===== src/rtl/command_dispatcher.sv =====
// Two-byte command dispatcher: address byte then request byte, one-hot select
// strobe to the addressed sensor interface, then wait for its done strobe.
module command_dispatcher #(
    parameter int NUM_IF         = 32,
    parameter int DATA_W         = 8,
    parameter int TIMEOUT_CYCLES = 1000000
) (
    input  logic              i_Clock,
    input  logic              i_Reset,
    input  logic [DATA_W-1:0] i_Data,
    input  logic              i_Data_Done,
    input  logic [NUM_IF-1:0] i_If_Done,
    output logic [DATA_W-1:0] o_request,
    output logic [NUM_IF-1:0] o_interface,
    output logic              o_busy,
    output logic              o_addr_error,
    output logic              o_timeout,
    output logic              o_overrun
);

    localparam int TO_W = (TIMEOUT_CYCLES > 0) ? $clog2(TIMEOUT_CYCLES + 1) : 1;
    localparam logic [TO_W-1:0] TO_LAST = TO_W'((TIMEOUT_CYCLES > 0) ? TIMEOUT_CYCLES - 1 : 0);

    typedef enum logic [1:0] {
        IDLE,
        WAIT_REQ,
        WAIT_DONE
    } state_t;

    state_t              state;
    logic [DATA_W-1:0]   address;
    logic [TO_W-1:0]     timer;
    logic [NUM_IF-1:0]   sel_mask;
    logic [NUM_IF-1:0]   addr_onehot;
    logic                timer_expired;
    logic                sel_done;

    // An address outside 0..NUM_IF-1 decodes to all zeros, which doubles as the validity test.
    always_comb begin
        addr_onehot = '0;
        for (int unsigned i = 0; i < NUM_IF; i++) begin
            addr_onehot[i] = (address == DATA_W'(i));
        end
    end

    assign timer_expired = (TIMEOUT_CYCLES != 0) && (timer == TO_LAST);
    // The select strobe is still high during the first WAIT_DONE cycle, so done is ignored then.
    assign sel_done      = ~(|o_interface) && (|(i_If_Done & sel_mask));

    always_ff @(posedge i_Clock) begin
        if (i_Reset) begin
            state        <= IDLE;
            address      <= '0;
            timer        <= '0;
            sel_mask     <= '0;
            o_request    <= '0;
            o_interface  <= '0;
            o_busy       <= 1'b0;
            o_addr_error <= 1'b0;
            o_timeout    <= 1'b0;
            o_overrun    <= 1'b0;
        end else begin
            o_interface  <= '0;
            o_addr_error <= 1'b0;
            o_timeout    <= 1'b0;
            o_overrun    <= 1'b0;
            case (state)
                IDLE: begin
                    if (i_Data_Done) begin
                        address <= i_Data;
                        timer   <= '0;
                        state   <= WAIT_REQ;
                        o_busy  <= 1'b1;
                    end
                end
                WAIT_REQ: begin
                    if (i_Data_Done) begin
                        timer <= '0;
                        if (|addr_onehot) begin
                            o_interface <= addr_onehot;
                            o_request   <= i_Data;
                            sel_mask    <= addr_onehot;
                            state       <= WAIT_DONE;
                        end else begin
                            o_addr_error <= 1'b1;
                            state        <= IDLE;
                            o_busy       <= 1'b0;
                        end
                    end else if (timer_expired) begin
                        o_timeout <= 1'b1;
                        address   <= '0;
                        state     <= IDLE;
                        o_busy    <= 1'b0;
                    end else begin
                        timer <= (TIMEOUT_CYCLES == 0) ? '0 : timer + TO_W'(1);
                    end
                end
                WAIT_DONE: begin
                    o_overrun <= i_Data_Done;
                    if (sel_done) begin
                        state  <= IDLE;
                        o_busy <= 1'b0;
                    end else if (timer_expired) begin
                        o_timeout <= 1'b1;
                        state     <= IDLE;
                        o_busy    <= 1'b0;
                    end else begin
                        timer <= (TIMEOUT_CYCLES == 0) ? '0 : timer + TO_W'(1);
                    end
                end
                default: begin
                    state  <= IDLE;
                    o_busy <= 1'b0;
                end
            endcase
        end
    end

endmodule


===== config.mk =====
export PLATFORM = sky130hd
export DESIGN_NAME = command_dispatcher
export DESIGN_NICKNAME = d
export VERILOG_FILES = /design/src/rtl/command_dispatcher.sv
export SDC_FILE = /design/constraint.sdc
export NUM_CORES = 1
export LEC_CHECK = 0
export ABC_CLOCK_PERIOD_IN_PS = 2900
export BUFFER_PORTS_ARGS = -buffer_cell sky130_fd_sc_hd__clkbuf_2
export CORE_UTILIZATION = 47
export DETAILED_ROUTE_END_ITERATION = 10
export PLACE_DENSITY_LB_ADDON = 0.05
export SYNTH_ARGS = -nofsm -noshare
export SYNTH_HDL_FRONTEND = slang
export SYNTH_SLANG_ARGS = --single-unit

===== constraint.sdc =====
create_clock -name i_Clock -period 2.9 [get_ports i_Clock]
set_input_delay 0.29 -clock i_Clock [delete_from_list [all_inputs] [get_ports i_Clock]]
set_output_delay 0.29 -clock i_Clock [all_outputs]
set_load 0.05 [all_outputs]

Word level (Yosys, flattened, before mapping)
Index checks and enable logic that the tools add are counted.
- reductions and logical operators: 15
- add/subtract/negate cells: 1
- bitwise operators: 6
- equal/unequal tests: 39
- muxes and demuxes: 26
- operators by type and width (cell ; count):
    8-bit by 5-bit equality test with 1-bit output (second input constant) ; 16
    32-bit OR reduction ; 3
    20-bit two-way mux ; 4
    8-bit by 4-bit equality test with 1-bit output (second input constant) ; 8
    20-bit one-hot mux with 3 select lines ; 1
    32-bit bitwise AND ; 1
    8-bit by 3-bit equality test with 1-bit output (second input constant) ; 4
    8-bit two-way mux ; 3
    20-bit by 1-bit adder with 20-bit output (second input constant) ; 1
    20-bit equality test (second input constant) ; 1
    8-bit by 2-bit equality test with 1-bit output (second input constant) ; 2
    8-bit one-hot mux with 2 select lines ; 1
    2-bit two-way mux ; 5
    1-bit two-way mux ; 9
    8-bit by 1-bit equality test with 1-bit output (second input constant) ; 1
    8-bit logical NOT ; 1
    2-bit != test (second input constant) ; 4
    2-bit one-hot mux with 3 select lines ; 1
    3-bit AND reduction ; 2
    1-bit inverter ; 5
    4-bit AND reduction ; 1
    4-bit OR reduction ; 1
    3-bit != test (second input constant) ; 1
    1-bit one-hot mux with 3 select lines ; 1
    other kinds (10) ; 10
- logic and storage cells: 97
- output and inout port bits: 44
- bits in registers: 106
- input port bits: 43

Logic depth before layout (Yosys ltp)
- word-level depth: 5
- depth in mapped cells: 9
- depth with buffers taken out: 7

Least setup slack after synthesis
No wires, ideal clock.
- path type: flip-flop to flip-flop
- start point: register o_interface[27]
- end point: register timer[8]
- library setup time: 117 ps
- period minus slack after synthesis: 2083 ps
- required time: 2783 ps
- buffers on the path: 1
- data arrival time: 1966 ps
- cell stages (with the launch flop): 8
- path slack: 817 ps
- cell sequence: dfxtp_1 -> nor4_1 -> nand4_1 -> or3_1 -> o21ai_2 -> buf_6 -> nor2_1 -> a32o_1
- longest elaborated chain between the ends: 5
- RTL lines (item ; RTL line ; source):
    start, declared ; 14 ; output logic [NUM_IF-1:0] o_interface,
    start signal, assigned ; 80 ; o_interface <= addr_onehot;
    32-bit OR reduction ; 48 ; assign sel_done = ~(|o_interface) && (|(i_If_Done & sel_mask));
    1-bit inverter ; 48 ;
    1-bit logical AND ; 48 ;
    2-bit != test (no line) ; n/a ;
    3-bit AND reduction (no line) ; n/a ;
    end signal, assigned ; 95 ; timer <= (TIMEOUT_CYCLES == 0) ? '0 : timer + TO_W'(1);
    end signal, assigned ; 108 ; timer <= (TIMEOUT_CYCLES == 0) ? '0 : timer + TO_W'(1);
    end, declared ; 32 ; logic [TO_W-1:0] timer;
Every way passes these cells.
A chain may end at the register's enable or synchronous reset.

Final worst setup path
- start point: register o_interface[8]
- end point: register timer[13]
Same word-level chain as after synthesis.

==> results.json <==
{
  "status": "finished, final reports clean",
  "wl_um": 10000,
  "clkSinkCount": 106,
  "place_area_sq_mm": 0.00457,
  "max_slew_margin": 0.584,
  "die_area_sq_mm": 0.00888,
  "cts_setup_buffers": 0,
  "syn_avg_cell_area_sq_um": 9.34,
  "cts.clk_slew.worst_paths_ns": 0.10,
  "timing.final.crit_share": 0.800,
  "layout_common_cells": "dfxtp_1 (106), clkbuf_2 (86), nor2_1 (53)",
  "synth_seq_area_share": 0.531,
  "p_leak_nw": 2.17,
  "timing.max_cap.violations": 0,
  "finalSetupViolations": 0,
  "max-vdd-ir-drop_mv": 0.354,
  "place_ws_ns": 0.595,
  "synthTopCellsByArea": "dfxtp_1 (53%), a21o_1 (6.0%), nor2_1 (5.1%)",
  "finish.instance_area_sq_mm": 0.00474,
  "cts_tree": "built",
  "finalSetupTns_ns": 0,
  "reg2reg_setup_slack_ns": 0.58,
  "htreeDepth": 3,
  "synth_nets": 476,
  "grtUsageTotal": 0.231,
  "power.total_mw": 2.55,
  "area_growth_pct": 18.7,
  "slowest_stage": "nor4_1",
  "grt_pass1_vias": 3165,
  "fp.dieW_um": 94.2,
  "routedWlPerCell_um": 16.0,
  "yosysTopAreaCell": "dfxtp_1",
  "antenna_found_initial": 0,
  "synthArstFlopShare": 0,
  "startpoint_type": "register",
  "synth_cell_type_count": 45,
  "initial_core_util": 0.487,
  "cts.repair.resized": 0,
  "hold_buffers": 0,
  "layout-drive-gt1-share": 0.226,
  "die_h_um": 94.2,
  "cts_buffers": 9,
  "num_vias": 3539,
  "grt_pass1_wl_um": 15500,
  "synth_flop_cell": "dfxtp_1",
  "layout_setup_ws_ns": 0.581,
  "drv_slew": 0,
  "cpPeakStageDelay_ns": 0.49,
  "rows": 33,
  "layout.nets": 566,
  "cp-end-kind": "register",
  "syn_area_sq_mm": 0.00400,
  "cp.arrival_ns": 2.62,
  "power.density_mw_per_mm2": 537,
  "rsz0062_at_grt": "false",
  "gp_congestion": 0.816,
  "synth_edf_count": 0,
  "hold_viol_final": 0,
  "cts_max_path_buffers": 2,
  "hold_path_class": "primary input to register",
  "viasPerCell": 5.64,
  "layout_commonest_cell": "dfxtp_1",
  "diodes": 0,
  "skew_ns": 0.00831,
  "ios": 87,
  "port-buffer-count": 86,
  "grt_start_max_net_pins": 26,
  "dpl.hpwl_um": 7520,
  "clock_latency_ns": 0.37,
  "yosys_register_bits": 106,
  "crit_chain": "nor4_1 > nand4_1 > or3_1 > o21ai_2 > buf_4 > o21ai_0 > buf_4 > a21oi_1",
  "crit_type": "register to register",
  "worstMarginPinSlew_ns": 0.620,
  "crit_required_ns": 3.20,
  "core_sq_mm": 0.00822,
  "cp_max_fo": 13,
  "root_buffer": "clkbuf_8",
  "fin_crit_ns": 2.32,
  "first_pass_iters": 5,
  "ys_warn_count": 0,
  "drc_errors": 0,
  "synth_top_area_frac": 0.531,
  "gr-total-overflow": 0,
  "ant_nets": 0,
  "drt_iter0_drc": 141,
  "path_common_cell": "buf_4",
  "syn_inst": 428,
  "fmax_ghz": 0.431
}
cell usage after synthesis, drive strengths merged, types with 2 or more instances:
| master | number |
|---|---|
| and3 | 6 |
| nor4b | 2 |
| nand3 | 13 |
| clkbuf | 9 |
| nand4 | 10 |
| nor4 | 12 |
| o31ai | 8 |
| o21a | 2 |
| inv | 8 |
| or4 | 8 |
| a31oi | 3 |
| buf | 8 |
| nand2 | 35 |
| nand2b | 4 |
| nor3 | 6 |
| a21o | 32 |
| a32o | 2 |
| or2 | 2 |
| and4 | 3 |
| nor2 | 54 |
| ha | 5 |
| dfxtp | 106 |
| a22oi | 25 |
| a21oi | 29 |
| nor2b | 3 |
| o21ai | 15 |
| nand4b | 2 |
| or3 | 6 |
power breakdown:
part	internal, mW	switching, mW
sequential	1.47	0.0159
combinational	0.0748	0.142
clock	0.323	0.516
total	1.87	0.674
critical path, delay by kind of cell (launching register included):
kind / cells / cell delay [ns]
compound gates: 3 / 0.39
buf+inv: 2 / 0.41
flops: 1 / 0.33
simple gates: 3 / 1.12
flip-flops by register name, indices dropped and copies added, names as in the netlist:
signal        count
address           8
o_addr_error      1
o_busy            1
o_interface      32
o_overrun         1
o_request         8
o_timeout         1
sel_mask         32
state             2
timer            20
final timing paths:
check                                 start                        end  cells past startpoint
setup / recovery  o_interface[8]$_SDFF_PP0_     timer[13]$_SDFFE_PP0P_                      8
hold / removal                    i_Data[5]  o_request[5]$_SDFFE_PP0P_                      3
setup reg to reg  o_interface[8]$_SDFF_PP0_     timer[13]$_SDFFE_PP0P_                      8
hold reg to reg   o_request[1]$_SDFFE_PP0P_  o_request[1]$_SDFFE_PP0P_                      2
cell families after synthesis:
kind of cell | Yosys count | share of synthesized area
simple gates | 169 | 0.218
flops | 106 | 0.531
buf+inv | 25 | 0.0282
fa+ha+maj | 5 | 0.0156
xor+xnor | 1 | 0.00219
compound gates | 122 | 0.205
stage by stage:
stage / hold slack (ns) / instances / util
2_1_floorplan: 0.426 / 428 / -
3_3_place_gp: 0.435 / 612 / 0.556
3_5_place_dp: 0.439 / 612 / 0.556
4_1_cts: 0.130 / 628 / 0.577
5_1_grt: 0.147 / 628 / 0.577
6_report: 0.147 / 628 / 0.577
per-layer routing:
| metal | global-route usage | share of wire |
|---|---|---|
| met5 | 0 | 0 |
| met4 | 0.0718 | 0.0091 |
| met3 | 0.0445 | 0.050 |
| met2 | 0.359 | 0.46 |
| met1 | 0.321 | 0.48 |
cell type report:
cell class              count  area [sq um]
well taps                 105           131
repair buffers             96           518
clock inverters             6          50.0
multi-input cells         297          1770
fillers                   754          3470
flip-flops and latches    106          2120
clock buffers              10           128
inverters                   8          30.0
Power figures use the tool's default switching activity.
